### src/rtl/iic_pkg.sv
// iic_pkg: shared definitions for the IicMaster register-access sequencer.
//   - IicMaster 10-bit command word encodings and builder functions
//   - sequencer state enumeration
//   - latched request record
package iic_pkg;

   // Bus-condition command words.
   localparam logic [9:0] IIC_CMD_START = 10'b1_0000_0000_0;
   localparam logic [9:0] IIC_CMD_STOP  = 10'b1_1000_0000_0;

   // In a read, result index 0..2 are the transmitted slave-address (write),
   // register-address and slave-address (read) bytes; data starts at 3.
   localparam int IIC_RD_DATA_IDX = 3;

   // Transmit one byte; the ack slot is released so the slave can drive it.
   function automatic logic [9:0] iic_cmd_tx(input logic [7:0] b);
      return {1'b0, b, 1'b1};
   endfunction

   // Receive one byte: SDA released for the data bits, master drives ack
   // (0 = ACK, 1 = NAK for the final byte).
   function automatic logic [9:0] iic_cmd_rx(input logic nak);
      return {1'b0, 8'hFF, nak};
   endfunction

   typedef enum logic [3:0] {
      S_IDLE,
      S_ST,     // start
      S_SAW,    // slave address, write direction
      S_RA,     // register address
      S_WD,     // write data bytes
      S_RST,    // repeated start
      S_SAR,    // slave address, read direction
      S_RDB,    // read data bytes
      S_SP,     // stop
      S_WAIT,   // drain remaining results
      S_FIN     // completion pulse
   } state_e;

   typedef struct packed {
      logic       rd;
      logic [6:0] sa;
      logic [7:0] ra;
   } iic_req_t;

endpackage

### src/rtl/iic_rsp_tracker.sv
// iic_rsp_tracker: follows the 9-bit result words returned by IicMaster.
//   clk, rst       clock, async active-high reset
//   clear          start of a new request: zero the counter and NAK flag
//   active         results are only counted while a request is in flight
//   rd             current request is a read
//   exp_cnt        number of result words the request will produce
//   rsp_din/valid  result word from the master ([8:1] byte, [0] ack bit)
//   rsp_all_done   all expected results have arrived
//   nak_acc        sticky: a master-transmitted byte was NAKed
//   rd_data/valid  read data byte, one-cycle strobe one cycle after rsp_valid
module iic_rsp_tracker
   import iic_pkg::*;
#(
   parameter int CNT_W = 6
) (
   input  logic             clk,
   input  logic             rst,
   input  logic             clear,
   input  logic             active,
   input  logic             rd,
   input  logic [CNT_W-1:0] exp_cnt,
   input  logic [8:0]       rsp_din,
   input  logic             rsp_valid,
   output logic             rsp_all_done,
   output logic             nak_acc,
   output logic [7:0]       rd_data,
   output logic             rd_valid
);

   logic [CNT_W-1:0] rsp_idx;

   assign rsp_all_done = (rsp_idx == exp_cnt);

   always_ff @(posedge clk or posedge rst) begin
      if (rst) begin
         rsp_idx  <= '0;
         nak_acc  <= 1'b0;
         rd_data  <= 8'h00;
         rd_valid <= 1'b0;
      end else begin
         rd_valid <= 1'b0;
         if (clear) begin
            rsp_idx <= '0;
            nak_acc <= 1'b0;
         end else if (active && rsp_valid && !rsp_all_done) begin
            rsp_idx <= rsp_idx + CNT_W'(1);
            if (rd && (rsp_idx >= CNT_W'(IIC_RD_DATA_IDX))) begin
               rd_valid <= 1'b1;
               rd_data  <= rsp_din[8:1];
            end else if (rsp_din[0]) begin
               // Ack bit high on a byte the master transmitted: slave NAK.
               nak_acc <= 1'b1;
            end
         end
      end
   end

endmodule

### src/rtl/iic_reg_ctrl.sv
// iic_reg_ctrl: register-level request sequencer in front of the IicMaster
// command and result FIFOs. One request (slave address, register address,
// direction, byte count) is expanded into START / address / [repeated START /
// address] / data / STOP command words; results are drained and a single
// done pulse with nak/tmo status is reported.
//
// Ports:
//   clk, rst                 clock, async active-high reset
//   req_valid/req_ready      request handshake (ready only in IDLE)
//   req_rd/sa/ra/len         request fields, latched on accept
//   wd_data/wd_valid/wd_ready  write data; wd_ready marks the byte consumed
//   rd_data/rd_valid         read data strobe, no backpressure
//   done/nak/tmo             completion pulse; nak/tmo held until next accept
//   cmd_din/cmd_write/cmd_full command FIFO write side
//   rsp_din/rsp_valid        result words from the master
//
// Handshake: a request transfers on a cycle where req_valid && req_ready; a
// command word transfers on a cycle where cmd_write is high (only issued when
// cmd_full is low); a write byte transfers on a cycle where wd_ready is high.
//
// Build option: define IIC_TIMEOUT_EN to add a no-progress watchdog of
// TIMEOUT cycles that forces completion with tmo=1.
module iic_reg_ctrl
   import iic_pkg::*;
#(
   parameter int LEN_W   = 4,
   parameter int TIMEOUT = 100000
) (
   input  logic             clk,
   input  logic             rst,
   input  logic             req_valid,
   output logic             req_ready,
   input  logic             req_rd,
   input  logic [6:0]       req_sa,
   input  logic [7:0]       req_ra,
   input  logic [LEN_W-1:0] req_len,
   input  logic [7:0]       wd_data,
   input  logic             wd_valid,
   output logic             wd_ready,
   output logic [7:0]       rd_data,
   output logic             rd_valid,
   output logic             done,
   output logic             nak,
   output logic             tmo,
   output logic [9:0]       cmd_din,
   output logic             cmd_write,
   input  logic             cmd_full,
   input  logic [8:0]       rsp_din,
   input  logic             rsp_valid
);

   // Wide enough for len + 3 results.
   localparam int CNT_W = LEN_W + 2;

   state_e           state;
   iic_req_t         req;
   logic [LEN_W-1:0] len;
   logic [LEN_W-1:0] byte_cnt;
   logic [CNT_W-1:0] exp_cnt;

   logic             accept;
   logic             active;
   logic             last_byte;
   logic             rsp_all_done;
   logic             nak_acc;
   logic             tmo_hit;
   logic [LEN_W-1:0] len_eff;

   assign req_ready = (state == S_IDLE);
   assign accept    = req_valid && req_ready;
   assign active    = (state != S_IDLE) && (state != S_FIN);
   assign last_byte = (byte_cnt == len - LEN_W'(1));

   // A zero-length read still fetches one byte.
   assign len_eff = (req_rd && (req_len == '0)) ? LEN_W'(1) : req_len;

   // Command issue is combinational so cmd_write reacts to cmd_full in the
   // same cycle; the FIFO never sees a write while it reports full.
   always_comb begin
      cmd_write = 1'b0;
      cmd_din   = '0;
      wd_ready  = 1'b0;
      case (state)
         S_ST, S_RST: if (!cmd_full) begin
            cmd_write = 1'b1;
            cmd_din   = IIC_CMD_START;
         end
         S_SAW: if (!cmd_full) begin
            cmd_write = 1'b1;
            cmd_din   = iic_cmd_tx({req.sa, 1'b0});
         end
         S_RA: if (!cmd_full) begin
            cmd_write = 1'b1;
            cmd_din   = iic_cmd_tx(req.ra);
         end
         S_WD: if (wd_valid && !cmd_full) begin
            cmd_write = 1'b1;
            wd_ready  = 1'b1;
            cmd_din   = iic_cmd_tx(wd_data);
         end
         S_SAR: if (!cmd_full) begin
            cmd_write = 1'b1;
            cmd_din   = iic_cmd_tx({req.sa, 1'b1});
         end
         S_RDB: if (!cmd_full) begin
            cmd_write = 1'b1;
            cmd_din   = iic_cmd_rx(last_byte);
         end
         S_SP: if (!cmd_full) begin
            cmd_write = 1'b1;
            cmd_din   = IIC_CMD_STOP;
         end
         default: ;
      endcase
   end

`ifdef IIC_TIMEOUT_EN
   localparam int WD_W = $clog2(TIMEOUT + 1);

   logic [WD_W-1:0] wdog;

   // Counts cycles of no progress; any command issued or result received
   // counts as progress.
   always_ff @(posedge clk or posedge rst) begin
      if (rst) begin
         wdog <= '0;
      end else if (!active || rsp_valid || cmd_write) begin
         wdog <= '0;
      end else if (!tmo_hit) begin
         wdog <= wdog + WD_W'(1);
      end
   end

   assign tmo_hit = active && (wdog == WD_W'(TIMEOUT - 1));
`else
   assign tmo_hit = 1'b0;
`endif

   always_ff @(posedge clk or posedge rst) begin
      if (rst) begin
         state    <= S_IDLE;
         req      <= '0;
         len      <= '0;
         byte_cnt <= '0;
         exp_cnt  <= '0;
         done     <= 1'b0;
         nak      <= 1'b0;
         tmo      <= 1'b0;
      end else begin
         done <= 1'b0;
         case (state)
            S_IDLE: if (accept) begin
               req.rd   <= req_rd;
               req.sa   <= req_sa;
               req.ra   <= req_ra;
               len      <= len_eff;
               byte_cnt <= '0;
               exp_cnt  <= CNT_W'(len_eff) + (req_rd ? CNT_W'(3) : CNT_W'(2));
               nak      <= 1'b0;
               tmo      <= 1'b0;
               state    <= S_ST;
            end
            S_ST:  if (cmd_write) state <= S_SAW;
            S_SAW: if (cmd_write) state <= S_RA;
            S_RA: if (cmd_write) begin
               if (req.rd)          state <= S_RST;
               else if (len == '0)  state <= S_SP;
               else                 state <= S_WD;
            end
            S_WD, S_RDB: if (cmd_write) begin
               byte_cnt <= byte_cnt + LEN_W'(1);
               if (last_byte) state <= S_SP;
            end
            S_RST: if (cmd_write) state <= S_SAR;
            S_SAR: if (cmd_write) state <= S_RDB;
            S_SP:  if (cmd_write) state <= S_WAIT;
            S_WAIT: if (rsp_all_done) begin
               state <= S_FIN;
               done  <= 1'b1;
               nak   <= nak_acc;
            end
            S_FIN: state <= S_IDLE;
            default: state <= S_IDLE;
         endcase
         // Watchdog overrides whatever the sequence was doing.
         if (tmo_hit) begin
            state <= S_FIN;
            done  <= 1'b1;
            nak   <= nak_acc;
            tmo   <= 1'b1;
         end
      end
   end

   iic_rsp_tracker #(
      .CNT_W(CNT_W)
   ) u_rsp_tracker (
      .clk          (clk),
      .rst          (rst),
      .clear        (accept),
      .active       (active),
      .rd           (req.rd),
      .exp_cnt      (exp_cnt),
      .rsp_din      (rsp_din),
      .rsp_valid    (rsp_valid),
      .rsp_all_done (rsp_all_done),
      .nak_acc      (nak_acc),
      .rd_data      (rd_data),
      .rd_valid     (rd_valid)
   );

endmodule

### config.mk
export PLATFORM = sky130hd
export DESIGN_NAME = iic_reg_ctrl
export DESIGN_NICKNAME = d
export VERILOG_FILES = /design/src/rtl/iic_pkg.sv /design/src/rtl/iic_rsp_tracker.sv /design/src/rtl/iic_reg_ctrl.sv
export SDC_FILE = /design/constraint.sdc
export NUM_CORES = 1
export LEC_CHECK = 0
export BUFFER_PORTS_ARGS = -buffer_cell sky130_fd_sc_hd__buf_4
export CAP_MARGIN = 10
export CORE_MARGIN = 4
export CORE_UTILIZATION = 44
export CTS_BUF_LIST = sky130_fd_sc_hd__clkbuf_4
export CTS_CLUSTER_SIZE = 24
export DETAILED_ROUTE_END_ITERATION = 8
export GPL_ROUTABILITY_DRIVEN = 0
export PLACE_DENSITY = 0.68
export SYNTH_ARGS = -nofsm -noshare
export SYNTH_HDL_FRONTEND = slang
export SYNTH_SLANG_ARGS = --single-unit
### constraint.sdc
create_clock -name clk -period 5.5 [get_ports clk]
set_input_delay 1.1 -clock clk [delete_from_list [all_inputs] [get_ports clk]]
set_output_delay 1.1 -clock clk [all_outputs]
set_load 0.02 [all_outputs]
After elaboration in Yosys (flattened, before gate mapping)

Cells that the tools add are included.

Register bits: 52
Bits in latches: 0
RAM bits: 0
Bits in read-only memories: 0
Input port bits: 43
Output and inout port bits: 25
Word-level logic and storage cells: 112
Memories: 0

Add/subtract/negate cells: 4
Multipliers: 0
Divide/modulo/power cells: 0
Magnitude comparators: 1
Equality and inequality tests: 23
Shift operators: 0
Mux-type cells: 44
Bitwise operators: 1
Reduce and logical (&&, ||, !) cells: 26

Operators with widths:

| cell                                                 | number |
|---|---|
| one-hot mux 10 bit (7 select lines)                  | 1 |
| 2-to-1 mux 4 bit                                     | 15 |
| 2-to-1 mux 9 bit                                     | 5 |
| one-hot mux 4 bit (9 select lines)                   | 1 |
| 2-to-1 mux 10 bit                                    | 2 |
| inequality test 2 bit (second input constant)        | 9 |
| equality test 4 x 3 -> 1 bit (second input constant) | 4 |
| 2-to-1 mux 1 bit                                     | 15 |
| logical NOT 4 bit                                    | 3 |
| 2-to-1 mux 6 bit                                     | 2 |
| AND reduction 3 bit                                  | 4 |
| AND reduction 10 bit                                 | 1 |
| equality test 4 x 2 -> 1 bit (second input constant) | 2 |
| equality test 4 bit (second input constant)          | 2 |
| one-hot mux 4 bit (2 select lines)                   | 1 |
| nonzero test 2 bit                                   | 4 |
| logical AND 1 bit                                    | 7 |
| OR reduction 7 bit                                   | 1 |
| adder 6 x 1 -> 6 bit (second input constant)         | 1 |
| equality test 6 bit                                  | 1 |
| >= comparator 6 x 2 -> 1 bit (second input constant) | 1 |
| adder 4 x 2 -> 5 bit                                 | 1 |
| adder 4 x 1 -> 4 bit (second input constant)         | 1 |
| equality test 4 x 1 -> 1 bit (second input constant) | 1 |
| other kinds (10)                                     | 14 |

Depth between registers and ports, before layout

Gate-level depths: netlist (run 1).

Word-level depth: 6
Mapped depth: 7
Mapped depth without buffers: 7

Modules after synthesis

A second synthesis (run 1) with hierarchy kept.

Cell total of the unflattened synthesis: 311
Area, all modules: 2854.0 µm²

By module, submodules not included:

| module          | instances | cells an instance | area each (µm²) | sequential area each (µm²) |
|---|---|---|---|---|
| iic_reg_ctrl    | 1         | 243               | 2049.5          | 875.8 |
| iic_rsp_tracker | 1         | 68                | 804.5           | 400.4 |

Worst setup path before layout (run 1)

No wires, ideal clock.

Path kind: input-to-output
From: in cmd_full
To: out cmd_din[1]
Arrival: 2.301 ns
Data required time: 4.400 ns
Setup slack: 2.099 ns
Cell stages on the path: 6
Path buffers: 2
Cell sequence: clkbuf_1 > nor2_1 > and4b_1 > clkbuf_1 > nand2_1 > o21ai_0

Word-level cells in the longest chain between the ends: 4
Elaborated cells between the ends (all ways): 7
Those cells by class: mux (5); reduce/logical (2)

Ends and longest elaborated chain:

| element                                 | RTL line           | source |
|---|---|---|
| from (decl)                             | iic_reg_ctrl.sv:47 | `input logic cmd_full,` |
| logical NOT 1 bit                       | n/a                |  |
| logical AND 1 bit                       | iic_reg_ctrl.sv:96 | `S_WD: if (wd_valid && !cmd_full) begin` |
| 2-to-1 mux 9 bit                        | iic_reg_ctrl.sv:96 |  |
| one-hot mux 10 bit (7 select lines) (*) | iic_reg_ctrl.sv:83 | `case (state)` |
| to (decl)                               | iic_reg_ctrl.sv:45 | `output logic [9:0] cmd_din,` |

Every way passes the cells marked *; elsewhere a longest branch is shown, timed or not.

Worst setup path in the final report (run 1)

From: reg state[0]
To: out cmd_din[4]

Word-level cells in the longest chain between the ends: 3
Elaborated cells between the ends (all ways): 10
Those cells by class: eq/ne (8); mux (1); reduce/logical (1)

Ends and longest elaborated chain:

| element                                                                      | RTL line            | source |
|---|---|---|
| from (decl)                                                                  | iic_reg_ctrl.sv:55  | `state_e state;` |
| from (signal assigned)                                                       | iic_reg_ctrl.sv:141 | `state <= S_IDLE;` |
| from (signal assigned)                                                       | iic_reg_ctrl.sv:161 | `state <= S_ST;` |
| from (signal assigned)                                                       | iic_reg_ctrl.sv:163 | `S_ST: if (cmd_write) state <= S_SAW;` |
| equality test 4 x 3 -> 1 bit or equality test 4 x 1 -> 1 bit (tied branches) | iic_reg_ctrl.sv:83  |  |
| OR reduction 2 bit                                                           | iic_reg_ctrl.sv:83  |  |
| one-hot mux 10 bit (7 select lines) (*)                                      | iic_reg_ctrl.sv:83  |  |

Marked as above.

==> reports/qor.yml, run 1 <==
global_route:
  grt_max_degree: 52
  antenna_found_initial: 0
  grt_pass1_vias: 2151
  grt_pass1_wl_mm: 10.73
  track_usage_pct: 17.37
  gr-total-overflow: 0
power_and_ir_drop:
  combPwrFrac_pct: 48.4
  swShare_pct: 42.78
  seq_power_share_pct: 39.4
  pwr-share-clk_pct: 12.2
  switchingPower_uw: 765.1
  powerDensity_nw_per_um2: 517.7
  peakVddDrop_uv: 260.8
  finalPower_mw: 1.788
  p_leak_nw: 1.678
  power.internal_mw: 1.023
timing:
  hold_violations: 0
  clock.fmax_ghz: 0.2874
  report.final.slew_viol_count: 0
  finClkSkew_ns: 0.02073
  timing.final.crit_share_pct: 63.27
  min_period_ns: 3.480
  grt_setup_unrepaired: "false"
  setup_viol: 0
  slew_headroom_pct: 29.87
  whs_ns: 0.4923
  setup_tns_ns: 0
  worst_pin_slew_ns: 1.050
routing:
  drc: 0
  vias: 2266
  dr.pass1.iters: 4
  antenna_left: 0
  wl_mm: 6.329
  wl_per_cell_um: 14.32
  avgViaCountPerCell: 5.127
  drt_iter0_drc: 126
final_layout:
  area_growth_syn_to_layout_pct: 20.57
  design_area_um2: 3455
  final_common_cell: "nand2_1"
  drive_gt1_share_pct: 27.67
  diodes: 0
  layout.nets: 413
  n_fill_cell: 602
  final_cell_mix: "nand2_1, buf_4, dfrtp_1"
clock_tree:
  postCtsSetupRepairBufs: 0
  cts-resized-gates: 0
  cts.clk_slew.worst_paths_ns: 0.16
  cts_buffer_depth: 2
  numCtsBuffers: 5
  cts_sinks: 51
  cts_tree: "built"
  clk_latency_ns: 0.37
  clockRootBuffer: "clkbuf_4"
  htreeDepth: 2
  hold_buffers: 0
yosys:
  ys_ff_latch: 51
  avgSynthCellArea_um2: 9.333
  synth_top_family_by_area: "simple AND/OR/NAND/NOR gates"
  syn-num-nets: 356
  async_flop_share_pct: 100.0
  synth_fa_ha_area_share_pct: 2.620
  synth_compound_area_share_pct: 11.66
  synth-main-ff-cell: "dfrtp_1"
  syn_inst: 307
  synth.distinct_cells: 57
  synth_seq_area_share_pct: 44.54
  synth-simple-area-share_pct: 23.28
  muxShareOfSynthArea_pct: 7.205
  synth_warnings: 0
  syn_area_um2: 2865
  synth_xor_area_share_pct: 6.245
  synth_edf_count: 0
critical_path:
  endpoint_kind: "output port"
  cp-start-kind: "register"
  cp.arrival_ns: 2.38
  startpoint: "state[0]"
  regToRegStartpoint: "state[1]"
  ff2ff_setup_slack_ns: 3.03
  cp.required_ns: 4.40
  rr_worst_depth: 4
  endpoint: "cmd_din[4]"
  cp_max_fo: 24
  worst_r2r_endpoint: "u_rsp_tracker.rd_data[1]"
  crit_type: "register to output port"
place:
  placed_area_um2: 3374
  port_buffers: 66
  dpl.hpwl_mm: 4.682
die:
  io_pins: 68
  die_y_um: 88.70
  rows: 29
  die_x_um: 88.70
  core_um2: 6350
  initial_core_util_pct: 45.12
  die-area_um2: 7867
outcome:
  status: "finished, final reports clean"
flow_run:
  timing.max_cap.violations: 0
min_path:
  hp-class: "register to register"
[area by class of cell]
| type | instances | area, um2 | share of cell area (%) |
|---|---|---|---|
| Clock buffer | 5 | 37.54 | 1.087 |
| Clock inverter | 3 | 42.54 | 1.231 |
| Inverter | 9 | 33.78 | 0.9779 |
| Multi-Input combinational cell | 230 | 1465 | 42.41 |
| Sequential cell | 51 | 1276 | 36.94 |
| Tap cell | 77 | 96.34 | 2.789 |
| Timing Repair Buffer | 67 | 503.0 | 14.56 |
[critical path, stage by stage (launching register included)]
cell,delay (ns)
dfrtp_1,0.93
inv_1,0.29
and4b_1,0.39
nand2_1,0.12
o21ai_0,0.09
buf_4,0.18
[synthesized netlist by cell type, types with 5 or more instances]
cell      instances  area share [%]
nor2_1           21             2.8
nand3_1           5            0.87
inv_1             9             1.2
nand2_1          84              11
xor2_1           11             3.4
nor3_1            5            0.87
mux2_4            8             4.2
buf_2             6             1.0
o21ai_0          20             3.5
xnor2_1           5             1.5
dfrtp_1          51              45
a21oi_1           6             1.0
ha_1              6             2.6
clkbuf_1          7            0.92
[logic make-up after synthesis]
family	count (synthesis)
AO/OA/AOI/OAI	49
buffers and inverters	26
multiplexers	16
adder cells (fa/ha/maj)	6
AND/OR/NAND/NOR	140
flip-flops	51
other	1
XOR/XNOR	18
[sequential cells by signal (all words and copies together) (netlist names), 4 cells and up]
register,flops
len,4
u_rsp_tracker.rd_data,8
byte_cnt,4
u_rsp_tracker.rsp_idx,6
exp_cnt,5
req,16
state,4
[worst min-delay path by stage]
stage            start  depth (start not counted)      end
2_1_floorplan   req[4]                          2   req[4]
3_3_place_gp   req[12]                          2  req[12]
3_5_place_dp    req[5]                          2   req[5]
4_1_cts         req[5]                          2   req[5]
5_1_grt         req[5]                          2   req[5]
6_report        req[5]                          2   req[5]
[stage by stage]
stage,worst slack [ns],util (%),instances
finish,2.020,54.40,442
global route,1.761,54.40,442
CTS,2.003,54.40,442
detailed placement,2.164,53.14,434
global placement,2.251,53.14,434
floorplan,2.099,-,307
[per-layer routing]
metal / routed length (um) / GRT usage [%]
met1: 3019 / 26.50
met5: 0 / 0
met3: 375 / 3.352
met4: 23 / 3.297
met2: 2909 / 25.78
[power by group through the flow]
stage	clock network, mW	registers (mW)	logic [mW]
after detailed placement	0	0.713	0.871
after floorplan	0	0.666	0.666
after CTS	0.226	0.705	0.874
after global routing	0.242	0.731	0.972
final	0.219	0.704	0.865
after global placement	0	0.709	0.852
Note: power is estimated with default switching activity, not from simulation.
==> run 2: changes to the inputs <==
- clock period: 5.5 -> 3.21 ns (I/O delays scaled with it)
==> reports/qor.yml, run 2 (synthesis gave the netlist of run 1 again) <==
timing:
  setup_viol: 0  # unchanged
  worst_pin_slew_ns: 0.9413  # -0.1091 ns
  report.final.slew_viol_count: 0  # unchanged
  slew_headroom_pct: 37.09  # +7.2 points
  min_period_ns: 2.825
  hold_violations: 0  # unchanged
  timing.final.crit_share_pct: 88.00
  setup_tns_ns: 0  # unchanged
  clock.fmax_ghz: 0.3540
  grt_setup_unrepaired: "false"
  finClkSkew_ns: 0.01593  # -0.004796 ns
global_route:
  grt_pass1_vias: 2245  # +4.4%
  grt_max_degree: 52  # unchanged
  gr-total-overflow: 0  # unchanged
  antenna_found_initial: 0  # unchanged
  track_usage_pct: 17.67  # +0.29 points
  grt_pass1_wl_mm: 10.86  # +1.2%
final_layout:
  area_growth_syn_to_layout_pct: 20.74
  final_cells: 444  # +0.45%
  top_regs: "req: 16 flops, u_rsp_tracker.rd_data: 8 flops, u_rsp_tracker.rsp_idx: 6 flops"
  post-route-util_pct: 54.48  # +0.079 points
  final_cell_mix: "nand2_1, buf_4, dfrtp_1"
  largest_reg_flops: 16  # unchanged
  layout.nets: 415  # +0.48%
  final_common_cell: "nand2_1"
  diodes: 0  # unchanged
  n_fill_cell: 590  # -2.0%
  largest_register: "req"
  drive_gt1_share_pct: 28.34  # +0.67 points
routing:
  wl_per_cell_um: 14.39  # +0.46%
  avgViaCountPerCell: 5.185  # +1.1%
  antenna_left: 0  # unchanged
  vias: 2302  # +1.6%
  wl_mm: 6.387  # +0.92%
  dr.pass1.iters: 4  # unchanged
  drt_iter0_drc: 97  # -23%
  drc: 0  # unchanged
clock_tree:
  cts.clk_slew.worst_paths_ns: 0.15  # about the same
  hold_buffers: 0  # unchanged
  cts_sinks: 51  # unchanged
  cts-resized-gates: 0  # unchanged
  numCtsBuffers: 5  # unchanged
  cts_buffer_depth: 2  # unchanged
  postCtsSetupRepairBufs: 0  # unchanged
  clockRootBuffer: "clkbuf_4"
  htreeDepth: 2  # unchanged
  clk_latency_ns: 0.37  # about the same
  cts_tree: "built"
die:
  die-area_um2: 7867  # unchanged
  initial_core_util_pct: 45.12  # unchanged
  core_um2: 6350  # unchanged
  io_pins: 68  # unchanged
  rows: 29  # unchanged
  die_y_um: 88.70  # unchanged
  die_x_um: 88.70  # unchanged
power_and_ir_drop:
  peakVddDrop_uv: 421.2  # +61%
  finalPower_mw: 3.003  # +68%
  p_leak_nw: 1.681  # +0.16%
  powerDensity_nw_per_um2: 868.0  # +68%
critical_path:
  cp_max_fo: 15  # -38%
  cp.arrival_ns: 2.18  # -0.20 ns
  cp-start-kind: "register"
  regToRegStartpoint: "state[1]"
  ff2ff_setup_slack_ns: 0.79  # -2.24 ns
  worst_r2r_endpoint: "u_rsp_tracker.rd_data[1]"
  crit_type: "register to output port"
  rr_worst_depth: 4  # unchanged
  cp.required_ns: 2.57  # -1.83 ns
  endpoint_kind: "output port"
outcome:
  status: "finished, final reports clean"
place:
  dpl.hpwl_mm: 4.790  # +2.3%
  port_buffers: 66  # unchanged
  dpl.cell_count: 435  # +0.23%
min_path:
  hp-class: "input pin to asynchronous set/reset pin"
flow_run:
  timing.max_cap.violations: 0  # unchanged
-- run 2: cell count changes in the layout (fill, tap and decap cells not counted), sizes merged --
cell | before | now
buf | 67 | 69
bufinv | 1 | 0
clkbuf | 5 | 6
clkinvlp | 0 | 1
inv | 10 | 9
-- run 2: per-layer routing --
metal / wire [um] / vias to the layer above / global-route usage, %
met1: 3115 / 1084 / 26.36
met4: 47 / 0 / 4.945
met5: 0 / - / 0
li1: - / 1155 / -
met3: 311 / 10 / 3.818
met2: 2912 / 53 / 25.78
-- run 2: area by class of cell --
cell class / instances / area [um2] / share of cell area [%]
multi-input combinational: 230 / 1465 / 42.35
inverter: 9 / 33.78 / 0.9765
timing repair buffer: 69 / 530.5 / 15.33
sequential: 51 / 1276 / 36.89
tap: 77 / 96.34 / 2.785
clock inverter: 2 / 12.51 / 0.3617
clock buffer: 6 / 45.04 / 1.302
-- run 2: worst max-delay path by stage --
stage	startpoint	end	slack, ns
after floorplan	cmd_full	cmd_din[1]	0.72
after global placement	state[2]	cmd_din[8]	0.85
after detailed placement	state[2]	cmd_din[8]	0.80
after CTS	state[2]	cmd_din[8]	0.35
after global routing	state[2]	cmd_din[2]	0.14
final	state[2]	cmd_din[8]	0.39
-- run 2: power by group --
group / internal (mW) / switching, mW / total (mW)
sequential: 0.903 / 0.280 / 1.18
combinational: 0.695 / 0.824 / 1.52
clock: 0.0935 / 0.206 / 0.300
-- run 2: through the flow --
stage	cell area, um2	hold WS, ns	setup slack, ns
after global placement	3382	0.4572	0.8524
after global routing	3460	0.2581	0.1412
after detailed placement	3382	0.4635	0.7997
after CTS	3440	0.4352	0.3507
after floorplan	2865	0.4390	0.7249
final	3460	0.2469	0.3851
-- run 2: critical path, stage by stage (launching register included) --
cell	delay (ns)
dfrtp_1	0.73
nand2b_1	0.22
and4b_1	0.51
nand2_1	0.10
o221ai_1	0.08
buf_4	0.18
